===== config.mk =====
export PLATFORM = sky130hd
export DESIGN_NAME = fwd_hazard_unit
export DESIGN_NICKNAME = d
export VERILOG_FILES = /design/src/rtl/fwd_pkg.sv /design/src/rtl/fwd_src_sel.sv /design/src/rtl/fwd_hazard_unit.sv
export SDC_FILE = /design/constraint.sdc
export NUM_CORES = 1
export LEC_CHECK = 0
export BUFFER_PORTS_ARGS = -buffer_cell sky130_fd_sc_hd__buf_2
export CAP_MARGIN = 20
export CELL_PAD_IN_SITES_DETAIL_PLACEMENT = 0
export CELL_PAD_IN_SITES_GLOBAL_PLACEMENT = 1
export CORE_UTILIZATION = 34
export CTS_CLUSTER_SIZE = 25
export DETAILED_ROUTE_END_ITERATION = 10
export PLACE_DENSITY = 0.83
export SKIP_CTS_REPAIR_TIMING = 1
export SYNTH_ARGS = -nofsm -noshare
export SYNTH_HDL_FRONTEND = slang
export SYNTH_SLANG_ARGS = --single-unit

===== constraint.sdc =====
create_clock -name clk -period 1.9 [get_ports clk]
set_input_delay 0.095 -clock clk [delete_from_list [all_inputs] [get_ports clk]]
set_output_delay 0.095 -clock clk [all_outputs]
set_load 0.01 [all_outputs]

===== src/rtl/fwd_pkg.sv =====
// Shared encodings, tag record type and match helper for the ID-stage forwarding/hazard unit.
package fwd_pkg;

  localparam logic [1:0] FWD_SWAP  = 2'b00;
  localparam logic [1:0] FWD_RF    = 2'b01;
  localparam logic [1:0] FWD_MEMWB = 2'b10;
  localparam logic [1:0] FWD_EXMEM = 2'b11;

  // Tag records carry the widest supported register number; narrower files zero-extend.
  localparam int unsigned TAG_AW = 8;

  typedef struct packed {
    logic              valid;
    logic              wr;
    logic [TAG_AW-1:0] dst;
    logic              is_load;
  } tag_rec_t;

  function automatic logic rec_match(
    input tag_rec_t          rec,
    input logic              used,
    input logic [TAG_AW-1:0] src,
    input logic              zero_hw
  );
    return rec.valid && rec.wr && used && (rec.dst == src) &&
           !(zero_hw && (rec.dst == '0));
  endfunction

endpackage


===== src/rtl/fwd_src_sel.sv =====
// Next forwarding select for one source operand, plus its load-use hit flag.
module fwd_src_sel
  import fwd_pkg::*;
#(
  parameter bit IS_SRC0 = 1'b0,
  parameter bit ZERO_HW = 1'b1
) (
  input  tag_rec_t          ex_rec,
  input  tag_rec_t          mem_rec,
  input  logic [TAG_AW-1:0] src,
  input  logic              used,
  input  logic              swap,
  output logic [1:0]        sel_next,
  output logic              load_hit
);

  logic ex_hit;
  logic mem_hit;

  always_comb begin
    ex_hit   = rec_match(ex_rec, used, src, ZERO_HW);
    mem_hit  = rec_match(mem_rec, used, src, ZERO_HW);
    load_hit = ex_hit && ex_rec.is_load;

    // A load in EX cannot forward yet; fall through to the older MEM producer.
    sel_next = FWD_RF;
    if (IS_SRC0 && swap) begin
      sel_next = FWD_SWAP;
    end else if (ex_hit && !ex_rec.is_load) begin
      sel_next = FWD_EXMEM;
    end else if (mem_hit) begin
      sel_next = FWD_MEMWB;
    end
  end

endmodule


===== src/rtl/fwd_hazard_unit.sv =====
// ID-stage forwarding select and load-use stall generator with internal EX/MEM tag tracking.
module fwd_hazard_unit
  import fwd_pkg::*;
#(
  parameter int unsigned REG_AW         = 4,
  parameter int unsigned NUM_SRC        = 2,
  parameter int unsigned LOAD_STALL     = 1,
  parameter int unsigned ZERO_HARDWIRED = 1,
  parameter int unsigned CNT_W          = 16
) (
  input  logic                      clk,
  input  logic                      rst,
  input  logic                      id_valid,
  input  logic [NUM_SRC*REG_AW-1:0] id_src,
  input  logic [NUM_SRC-1:0]        id_src_used,
  input  logic                      id_wr,
  input  logic [REG_AW-1:0]         id_dst,
  input  logic                      id_is_load,
  input  logic                      id_swap,
  input  logic                      ex_flush,
  output logic                      stall,
  output logic [2*NUM_SRC-1:0]      fwd_sel,
  output logic [CNT_W-1:0]          stall_cycles
);

  if (NUM_SRC < 1 || NUM_SRC > 4) begin : g_bad_num_src
    $error("fwd_hazard_unit: NUM_SRC must be 1..4");
  end
  if (LOAD_STALL < 1 || LOAD_STALL > 2) begin : g_bad_load_stall
    $error("fwd_hazard_unit: LOAD_STALL must be 1..2");
  end
  if (REG_AW > TAG_AW) begin : g_bad_reg_aw
    $error("fwd_hazard_unit: REG_AW exceeds tag record width");
  end

  tag_rec_t             ex_rec_q,  ex_rec_d;
  tag_rec_t             mem_rec_q, mem_rec_d;
  logic [2*NUM_SRC-1:0] fwd_sel_q, fwd_sel_d;
  logic                 scnt_q,    scnt_d;
  logic [CNT_W-1:0]     stall_cycles_q, stall_cycles_d;

  logic [2*NUM_SRC-1:0] sel_next;
  logic [NUM_SRC-1:0]   load_hit;
  logic                 hz;

  for (genvar i = 0; i < NUM_SRC; i++) begin : g_src
    fwd_src_sel #(
      .IS_SRC0 (i == 0),
      .ZERO_HW (ZERO_HARDWIRED != 0)
    ) u_sel (
      .ex_rec   (ex_rec_q),
      .mem_rec  (mem_rec_q),
      .src      (TAG_AW'(id_src[i*REG_AW +: REG_AW])),
      .used     (id_src_used[i]),
      .swap     (id_swap),
      .sel_next (sel_next[2*i +: 2]),
      .load_hit (load_hit[i])
    );
  end

  always_comb begin
    hz    = id_valid && !id_swap && (|load_hit);
    stall = hz || scnt_q;

    mem_rec_d = ex_rec_q;

    ex_rec_d = '0;
    if (id_valid && !stall && !ex_flush) begin
      ex_rec_d.valid   = 1'b1;
      ex_rec_d.wr      = id_wr;
      ex_rec_d.dst     = TAG_AW'(id_dst);
      ex_rec_d.is_load = id_is_load;
    end

    fwd_sel_d = (stall || ex_flush) ? {NUM_SRC{FWD_RF}} : sel_next;

    // One-bit countdown: only the second bubble of a two-cycle load stall needs remembering.
    scnt_d = 1'b0;
    if (!ex_flush && hz && (LOAD_STALL == 2)) begin
      scnt_d = 1'b1;
    end

    stall_cycles_d = stall_cycles_q;
    if (stall && !(&stall_cycles_q)) begin
      stall_cycles_d = stall_cycles_q + CNT_W'(1);
    end
  end

  always_ff @(posedge clk) begin
    if (rst) begin
      ex_rec_q       <= '0;
      mem_rec_q      <= '0;
      fwd_sel_q      <= {NUM_SRC{FWD_RF}};
      scnt_q         <= 1'b0;
      stall_cycles_q <= '0;
    end else begin
      ex_rec_q       <= ex_rec_d;
      mem_rec_q      <= mem_rec_d;
      fwd_sel_q      <= fwd_sel_d;
      scnt_q         <= scnt_d;
      stall_cycles_q <= stall_cycles_d;
    end
  end

  assign fwd_sel      = fwd_sel_q;
  assign stall_cycles = stall_cycles_q;

  a_swap_no_hz : assert property (@(posedge clk) disable iff (rst)
    (id_swap && !scnt_q) |-> !stall);

  a_bubble_sel : assert property (@(posedge clk) disable iff (rst)
    (stall || ex_flush) |=> (fwd_sel == {NUM_SRC{FWD_RF}}));

endmodule


==> reports/qor.csv <==
metric,value,unit
grt_usage,14.4,%
ys_warn_count,0,
critical_path_buf_inv_count,1,
num_vias,1420,
port_buffers,41,
start_util,35.5,%
area_growth,34.1,%
crit_fanout,8,
antenna_left,0,
antenna_cells,0,
grt_pass1_wl,5550,um
hold_path_class,input port to register,
vdd_drop_max,0.398,mV
end_kind,register,
grt_antenna_before_repair,0,
fp.dieW,69.6,um
place_congestion,0.869,
start_kind,register,
design_area,2090,um^2
synth_nets,192,
n_fill_cell,439,
maxCapViolations,0,
worst_pin_slew,318,ps
layout_commonest_cell,buf_2,
cts_max_level,2,
cp_data_required_time,2070,ps
grt_max_degree,20,
p_leak,0.879,nW
drc,0,
hold_viol_final,0,
maxSlewHeadroom,78.6,%
clkSinkCount,33,
fmax,533,MHz
io_pins,42,
clock_latency,280,ps
final_cell_mix,"buf_2 (41), dfxtp_1 (32), buf_4 (16)",
cpMaxStageDelayCell,or4_4,
period_share,98.7,%
row_count,24,
placed_area,1900,um^2
setup_viol,0,
fin_total_pwr,0.00133,W
crit_type,register to register,
syn_area_per_cell,9.15,um^2
status,finished clean,
synth_area_leaders,"dfxtp_1 (42%), xor2_1 (5.6%), a21oi_1 (4.2%), and3_1 (4.0%), nor2b_1 (4.0%)",
avgRoutedWirePerCell,12.4,um
crit_family,simple AND/OR/NAND/NOR gates,
rsz0062_at_grt,true,
dieArea,4850,um^2
drive_above_1_share,37.7,%
clockBufferDepth,2,
r2r-start,ex_rec_q[1],
place_ws,47.7,ps
grt_pass1_vias,1260,
cts_tree,built,
vias_per_cell,5.02,
synth_cell_types,37,
drt-total-wl,3500,um
coreArea,4380,um^2
synth_top_cell_by_area,dfxtp_1,
fp.dieH,69.6,um
fin_crit,1870,ps
dp_hpwl,2590,um
cp_cell_sequence,"or4_4, nand4_2, a41oi_2, o21ai_4, buf_4, nor3_2, mux2_4",
syn_inst,170,
drt-pass1-iter-count,4,
crit_path_max_incr_delay,540,ps
overflow,0,
cts_buffers,5,
drtIter0Drc,47,
slew_violations,0,
ctsRootBufferMaster,clkbuf_8,
synth_top_cell_area_share,42.5,%
skew,5.56,ps
nets,252,
path_clk_slew,70,ps
ys_ff_latch,33,
min_from,id_swap,
worstPathArrival,2050,ps
netlist_area,1560,um^2
final.setup.worst_slack,25.1,ps
power_density,637,nW/um^2
cp-startpoint,ex_rec_q[1],
synth-seq-area-share,42.5,%
flip-flops by register name, indices dropped and copies added, names as in the netlist:
name / count
fwd_sel: 4
ex_rec_q: 7
stall_cycles: 16
mem_rec_q: 6
metal layers:
metal	GRT usage, %	wire length [um]	vias up
met1	18.7	1650	659
met5	0	0	-
met3	3.20	123	6
met2	23.0	1690	31
li1	-	-	724
met4	6.00	40	0
final cells by class:
type                            count  area [um^2]  share of cell area (%)
Sequential cell                    33          664                    31.9
Clock buffer                        5         68.8                    3.30
Inverter                            2         7.51                   0.360
Clock inverter                      3         22.5                    1.08
Timing Repair Buffer               58          345                    16.6
Tap cell                           52         65.1                    3.12
Multi-Input combinational cell    130          912                    43.7
worst paths after layout:
path	end	slack, ps	cells after the start
setup / recovery	stall_cycles[8]	30	7
hold / removal	fwd_sel[1]	30	2
setup reg to reg	stall_cycles[8]	30	7
hold reg to reg	mem_rec_q[10]	490	1
worst reg2reg max path: cells and delay by family (launching register included):
kind	cells	cell delay, ps
multiplexers	1	290
AO/OA/AOI/OAI	2	220
AND/OR/NAND/NOR	3	710
flip-flops	1	370
buffers and inverters	1	170
kinds of logic (layout without fill, tap and decap cells):
logic type | after synthesis | in the layout | share of synthesized area [%]
buf+inv | 7 | 68 | 3.22
fa+ha+maj | 1 | 1 | 0.804
simple gates | 79 | 79 | 30.2
flops | 33 | 33 | 42.5
compound gates | 30 | 30 | 11.4
xor+xnor | 17 | 17 | 9.57
mux | 3 | 3 | 2.33
metrics by stage:
step                      utilization, %  cells  hold slack (ps)  setup TNS, ps
after floorplan                        -    170              171              0
after global placement              43.4    272              329              0
after detailed placement            43.4    272              330              0
after CTS                           45.4    280             22.6              0
after global routing                47.6    283             36.3           -252
final                               47.6    283             27.4              0
synthesized netlist by cell type, drive strengths merged:
master  instances
a21boi          1
a21oi          13
a41oi           1
and2            2
and3           10
and3b           1
buf             2
clkbuf          3
dfxtp          33
ha              1
inv             2
mux2            2
mux2i           1
nand2          11
nand3          10
nand4           3
nor2           11
nor2b          10
nor3            3
nor3b           1
nor4            3
o21a            1
o21ai          11
o31ai           3
or3             9
or4             5
xnor2           7
xor2           10
where the power goes:
group          switching (W)  internal, W  leakage (nW)  total [W]
clock               0.000275     0.000257        0.0364   0.000531
combinational      0.0000484    0.0000440         0.574  0.0000924
sequential        0.00000657     0.000698         0.268   0.000704
Note: power is estimated with default switching activity, not from simulation.
